===== src/rtl/seg_scan_sched.sv =====
// Seven-segment scan scheduler: prescaled digit walk, hex decode and a valid/ready/done
// hand-off of {6'b0, digit_sel, seg} words to the shift-register output stage.
module seg_scan_sched #(
  parameter int unsigned NUM_DIGITS = 3,
  parameter int unsigned TICK_BITS  = 6
) (
  input  logic                      CLK,
  input  logic                      RST,
  input  logic [4*NUM_DIGITS-1:0]   i_value,
  input  logic [NUM_DIGITS-1:0]     i_blank,
  input  logic                      i_load,
  output logic [15:0]               o_sr_data,
  output logic                      o_sr_valid,
  input  logic                      i_sr_ready,
  input  logic                      i_sr_done,
  output logic                      o_frame_done,
  output logic                      o_overrun
);

  localparam logic [1:0] StIdle = 2'd0;
  localparam logic [1:0] StLoad = 2'd1;
  localparam logic [1:0] StSend = 2'd2;
  localparam logic [1:0] StWait = 2'd3;

  localparam logic [1:0]           LastIdx  = 2'(NUM_DIGITS - 1);
  localparam logic [TICK_BITS-1:0] PrescOne = TICK_BITS'(1);

  logic [TICK_BITS-1:0]    presc_q, presc_d;
  logic [1:0]              state_q, state_d;
  logic [1:0]              idx_q, idx_d;
  logic [4*NUM_DIGITS-1:0] shadow_val_q, shadow_val_d;
  logic [NUM_DIGITS-1:0]   shadow_blank_q, shadow_blank_d;
  logic [4*NUM_DIGITS-1:0] active_val_q, active_val_d;
  logic [NUM_DIGITS-1:0]   active_blank_q, active_blank_d;
  logic [15:0]             data_q, data_d;
  logic                    frame_done_q, frame_done_d;
  logic                    overrun_q, overrun_d;

  logic       tick;
  logic [3:0] nib;
  logic       blank;
  logic [7:0] seg;

  function automatic logic [6:0] hex2seg(input logic [3:0] n);
    case (n)
      4'h0: hex2seg = 7'h3F;
      4'h1: hex2seg = 7'h06;
      4'h2: hex2seg = 7'h5B;
      4'h3: hex2seg = 7'h4F;
      4'h4: hex2seg = 7'h66;
      4'h5: hex2seg = 7'h6D;
      4'h6: hex2seg = 7'h7D;
      4'h7: hex2seg = 7'h07;
      4'h8: hex2seg = 7'h7F;
      4'h9: hex2seg = 7'h6F;
      4'hA: hex2seg = 7'h77;
      4'hB: hex2seg = 7'h7C;
      4'hC: hex2seg = 7'h39;
      4'hD: hex2seg = 7'h5E;
      4'hE: hex2seg = 7'h79;
      default: hex2seg = 7'h71;
    endcase
  endfunction

  assign tick = &presc_q;

  always_comb begin
    nib   = 4'h0;
    blank = 1'b0;
    for (int k = 0; k < int'(NUM_DIGITS); k++) begin
      if (idx_q == 2'(k)) begin
        nib   = active_val_q[4*k +: 4];
        blank = active_blank_q[k];
      end
    end
    seg = blank ? 8'h00 : {1'b0, hex2seg(nib)};
  end

  always_comb begin
    presc_d        = presc_q + PrescOne;
    state_d        = state_q;
    idx_d          = idx_q;
    shadow_val_d   = shadow_val_q;
    shadow_blank_d = shadow_blank_q;
    active_val_d   = active_val_q;
    active_blank_d = active_blank_q;
    data_d         = data_q;
    frame_done_d   = 1'b0;
    overrun_d      = overrun_q;

    if (i_load) begin
      shadow_val_d   = i_value;
      shadow_blank_d = i_blank;
    end

    case (state_q)
      StIdle: begin
        if (tick) begin
          state_d = StLoad;
          // Frame boundary: latch the pre-load shadow so a frame never mixes values.
          if (idx_q == 2'd0) begin
            active_val_d   = shadow_val_q;
            active_blank_d = shadow_blank_q;
          end
        end
      end
      StLoad: begin
        data_d  = {6'b0, idx_q, seg};
        state_d = StSend;
      end
      StSend: begin
        if (i_sr_ready) state_d = StWait;
      end
      default: begin
        if (i_sr_done) begin
          state_d = StIdle;
          if (idx_q == LastIdx) begin
            idx_d        = 2'd0;
            frame_done_d = 1'b1;
          end else begin
            idx_d = idx_q + 2'd1;
          end
        end
      end
    endcase

    if (tick && (state_q != StIdle)) overrun_d = 1'b1;
  end

  always_ff @(posedge CLK) begin
    if (RST) begin
      presc_q        <= '0;
      state_q        <= StIdle;
      idx_q          <= 2'd0;
      shadow_val_q   <= '0;
      shadow_blank_q <= '0;
      active_val_q   <= '0;
      active_blank_q <= '0;
      data_q         <= 16'h0000;
      frame_done_q   <= 1'b0;
      overrun_q      <= 1'b0;
    end else begin
      presc_q        <= presc_d;
      state_q        <= state_d;
      idx_q          <= idx_d;
      shadow_val_q   <= shadow_val_d;
      shadow_blank_q <= shadow_blank_d;
      active_val_q   <= active_val_d;
      active_blank_q <= active_blank_d;
      data_q         <= data_d;
      frame_done_q   <= frame_done_d;
      overrun_q      <= overrun_d;
    end
  end

  assign o_sr_data    = data_q;
  assign o_sr_valid   = (state_q == StSend);
  assign o_frame_done = frame_done_q;
  assign o_overrun    = overrun_q;

endmodule

===== config.mk =====
export PLATFORM = sky130hd
export DESIGN_NAME = seg_scan_sched
export DESIGN_NICKNAME = d
export VERILOG_FILES = /design/src/rtl/seg_scan_sched.sv
export SDC_FILE = /design/constraint.sdc
export NUM_CORES = 1
export LEC_CHECK = 0
export ABC_AREA = 1
export CORE_ASPECT_RATIO = 0.75
export CORE_MARGIN = 5
export CORE_UTILIZATION = 50
export CTS_BUF_LIST = sky130_fd_sc_hd__clkbuf_2
export DETAILED_ROUTE_END_ITERATION = 10
export PLACE_DENSITY = 0.88
export SLEW_MARGIN = 20
export SYNTH_ARGS = -nofsm -noshare
export SYNTH_HDL_FRONTEND = slang
export SYNTH_SLANG_ARGS = --single-unit

===== constraint.sdc =====
create_clock -name CLK -period 1.4 [get_ports CLK]
set_input_delay 0.21 -clock CLK [delete_from_list [all_inputs] [get_ports CLK]]
set_output_delay 0.21 -clock CLK [all_outputs]
set_load 0.01 [all_outputs]

* Yosys cells after proc, flatten, opt, wreduce, memory -nomap -nowiden *
Memories as Yosys holds them, arrays and structs flattened.
Index checks and enable logic that the tools add are counted.

word-level totals
  register bits after elaboration = 52
  input port bits = 20
  memories kept = 1
  bits in read-only memories = 112

cells by class
  reductions and logical operators = 11
  muxes and demuxes = 13
  bitwise operators = 2
  equal/unequal tests = 6
  add/subtract/negate cells = 2

memory list
  memory           words  width  rd ports  clocked after Yosys merged registers in  write ports  RTL line  RTL
  (no name shown)  16     7      1         0                                        0            45        case (n)

operator list
  operator                                                         number
  4-bit two-way mux                                                3
  2-bit two-way mux                                                4
  8-bit AND reduction                                              1
  7-bit two-way mux                                                1
  6-bit by 1-bit adder with 6-bit output, second input constant    1
  2-bit case mux with 3 select lines                               1
  6-bit AND reduction                                              1
  5-bit OR reduction                                               1
  2-bit by 1-bit == test with 1-bit output, second input constant  2
  2-bit == test, second input constant                             2
  2-bit logical NOT                                                2
  1-bit two-way mux                                                4
  4-bit nonzero test                                               1
  3-bit AND reduction                                              1
  3-bit OR reduction                                               1
  2-bit by 1-bit adder with 2-bit output, second input constant    1
  2-bit by 1-bit != test with 1-bit output, second input constant  1
  2-bit != test, second input constant                             1
  1-bit inverter                                                   2
  2-bit AND reduction                                              1
  2-bit nonzero test                                               1
  1-bit logical AND                                                1

* Depth between registers and ports, before layout *
An unclocked memory read counts as a cell.

  depth in word-level cells = 6
  mapped depth = 13

* Worst setup path after synthesis *
OpenSTA, ideal clock, no wires.

  kind = register to register
  start = register idx_q[0]
  end = register data_q[3] (netlist: o_sr_data[3])
  setup time = 0.134 ns
  cell stages (with the launch flop) = 12
  arrival time = 1.427 ns
  path buffers = 1
  required time = 1.266 ns
  path slack = -0.161 ns
  path through = dfxtp_1 -> buf_6 -> nor2_8 -> nand2_1 -> nand3_1 -> inv_1 -> ha_1 -> inv_1 -> nand2_1 -> nand3_1 -> nand3_1 -> a21oi_1

between the ends
  longest elaborated chain between the ends = 6
  elaborated cells between the ends (all ways) = 11
  classes of those cells = eq/ne: 2; mux: 7; reduce/logical: 1; memory: 1

ends and longest elaborated chain
  element                         RTL line  RTL
  from (decl)                     30        logic [1:0] idx_q, idx_d;
  from (signal assigned)          145       idx_q <= idx_d;
  2-bit logical NOT               71        if (idx_q == 2'(k)) begin
  4-bit two-way mux (3 in a row)  71
  memory read 16 x 7 bit          -
  7-bit two-way mux (*)           76        seg = blank ? 8'h00 : {1'b0, hex2seg(nib)};
  to (signal assigned)            150       data_q <= data_d;
  to (decl)                       35        logic [15:0] data_q, data_d;

Every way passes the cells marked *; elsewhere a longest branch is shown, timed or not.
A chain may end at the register's enable or synchronous reset.

* Worst setup path after layout *
Ends and elaborated chain as after synthesis.

==> results.yml <==
outcome:
  outcome: "finished with violations"
  violations: "negative setup slack"
sta:
  skew_ps: 23.9
  worst_slack_ps: -226
  final-setup-viol-count: 25
  setup_tns_ps: -3050
  rsz0062_at_grt: "true"
  period_share_pct: 116
  hold_viol: 0
  max_freq_mhz: 615
  fin_crit_ps: 1630
  finalMaxSlewViolations: 0
clock_network:
  root_buffer: "clkbuf_2"
  cts_tree: "yes"
  cts_hold_buf: 0
  clock_path_buffers: 2
  htree_levels: 2
  cts.sinks: 51
  path_clk_slew_ps: 270
  insertion_delay_ps: 450
  cts_buffers: 5
setup_path:
  critPathRequiredTime_ps: 1790
  end_kind: "flip-flop"
  crit_chain: "inv_6 -> nand3_4 -> nand2_2 -> nor2_4 -> ha_4 -> inv_2 -> nand2_2 -> nand3_2 -> nand3_2 -> a21oi_2"
  slowest_stage: "dfxtp_4"
  crit_arrival_ps: 2010
  critPathMaxFanout: 6
  cpPeakStageDelay_ps: 510
  crit_type: "reg -> reg"
  start_kind: "flip-flop"
synthesis:
  yosysMostFrequentCell: "nor2_1"
  ys_warn_count: 0
  synthDistinctLibCells: 30
  synth_edf_count: 0
  synthFlopType: "dfxtp_1"
  ys_ff_latch: 51
  seq_area_frac_synth_pct: 42.0
  ys_top_cells_by_area: "dfxtp_1 (42%), nor2_1 (11%), nand2_1 (7.7%), o21ai_0 (7.4%), ha_1 (5.7%)"
  synthCells: 323
  synth_common_cells: "nor2_1 (68), dfxtp_1 (51), nand2_1 (50)"
  synth-async-reset-ratio_pct: 0
  syn_avg_cell_area_um2: 7.52
  syn_area_mm2: 0.00243
  yosysTopAreaCellShare_pct: 42.0
  yosysTopAreaCell: "dfxtp_1"
worst_hold_path:
  hold_path.class: "in -> reg"
finish:
  fillers: 341
  drive_gt1_share_pct: 38.2
  final_cells: 453
  final_net_count: 423
  area_delta_synth_final_pct: 46.6
  num_antenna_cells: 0
global_route:
  grtUsageMet1_pct: 22.2
  antenna_found_initial: 0
  use_met2_pct: 34.9
  use_met3_pct: 4.84
  grt_max_degree: 38
  grt-busiest-layer: "met2"
  grt.overflow.total: 0
  grt_pass1_wl_mm: 10.2
  grt_pass1_vias: 2280
  grt_usage_pct: 19.3
power:
  power.total_mw: 4.11
  peakVddDrop_mv: 0.808
  power-per-cell-area_mw_per_mm2: 1150
  power_leakage_nw: 1.53
routing:
  vias: 2388
  firstDrtPassIters: 4
  drc: 0
  drt-initial-drc-count: 68
  wirelength_mm: 6.89
  ant_nets: 0
  vias_per_cell: 5.27
  wl_per_cell_um: 15.2
place:
  gp_congestion: 0.842
  post-dp-hpwl_mm: 3.76
  portBuffers: 31
  dp.cells: 422
floorplan:
  die_x_um: 90.5
  die_h_um: 70.4
  dieArea_mm2: 0.00637
  start_util_pct: 50.7
  boundaryPins: 39
  core_mm2: 0.00479
  rows: 22
job:
  cap_violations: 0
==> flip-flops by register name, indices dropped and copies added (netlist names) <==
register        count
active_val_q       12
shadow_val_q       12
o_sr_data           9
presc_q             6
active_blank_q      3
shadow_blank_q      3
idx_q               2
state_q             2
o_frame_done        1
o_overrun           1
==> per-layer routing <==
layer	share of wire, %	vias up	wire [um]
met3	5.3	10	365
li1	-	1167	-
met4	1.1	0	78
met2	53	72	3620
met1	41	1139	2830
met5	0	-	0
==> cell usage in the layout, fill, tap and decap left out, types with 9 or more instances in the layout <==
cell	count
a21oi_1	11
buf_4	33
clkdlybuf4s50_1	19
dfxtp_1	35
dfxtp_2	14
dlygate4sd2_1	11
inv_1	16
nand2_1	38
nand2_2	9
nand3_2	9
nand3_4	10
nor2_1	59
nor2_2	9
o21ai_0	19
o21ai_1	12
==> through the flow <==
step	hold WS, ps	utilization (%)	cell area [um^2]	setup WS, ps
2_1_floorplan	288	-	2520	-38.5
3_3_place_gp	447	61.9	2970	-103
3_5_place_dp	447	61.9	2970	-129
4_1_cts	315	70.7	3390	-184
5_1_grt	245	74.4	3560	-311
6_report	296	74.4	3560	-226
==> worst paths after layout <==
kind / startpoint / end / slack (ps) / depth (start not counted)
worst max-delay path: idx_q[0] / o_sr_data[3] / -230 / 10
worst min-delay path: i_value[3] / shadow_val_q[3] / 300 / 3
worst max register to register: idx_q[0] / o_sr_data[3] / -230 / 10
worst min register to register: o_overrun / o_overrun / 470 / 2
==> cell families (layout without fill, tap and decap cells) <==
family,count (synthesis),in the layout,synth area share [%]
fa+ha+maj,11,11,5.66
buf+inv,45,106,9.84
flops,51,51,42.0
compound gates,58,58,12.8
simple gates,157,160,29.6
other cells,1,7,0.154
==> final cells by class <==
| type | count | area [um^2] | share of cell area (%) |
|---|---|---|---|
| clock inverter | 2 | 38.8 | 1.09 |
| multi-input combinational | 236 | 1600 | 44.8 |
| timing repair buffer | 71 | 642 | 18.0 |
| tap | 60 | 75.1 | 2.11 |
| sequential | 51 | 1050 | 29.4 |
| inverter | 26 | 125 | 3.51 |
| clock buffer | 6 | 30.0 | 0.843 |
| timing repair inverter | 1 | 8.76 | 0.246 |
==> report_power, final <==
part,switching (mW),internal (mW),total (mW)
clock,0.489,0.316,0.805
combinational,0.836,0.715,1.55
sequential,0.121,1.63,1.75
total,1.45,2.66,4.11
==> repair_timing <==
| action | CTS | global route |
|---|---|---|
| pin swaps | 33 | 26 |
| gates resized for setup | 95 | 37 |
| cloned | 3 | 1 |
| setup buffers | 14 | 6 |
| endpoints found under the setup margin | 36 | 25 |
==> worst max-delay path, delay by kind of cell (launching register included) <==
kind            cells  cell delay (ps)
buf+inv             2              100
compound gates      1              140
flops               1              510
fa+ha+maj           1              240
simple gates        6              570
No activity file was read; power rests on OpenSTA's default activity.
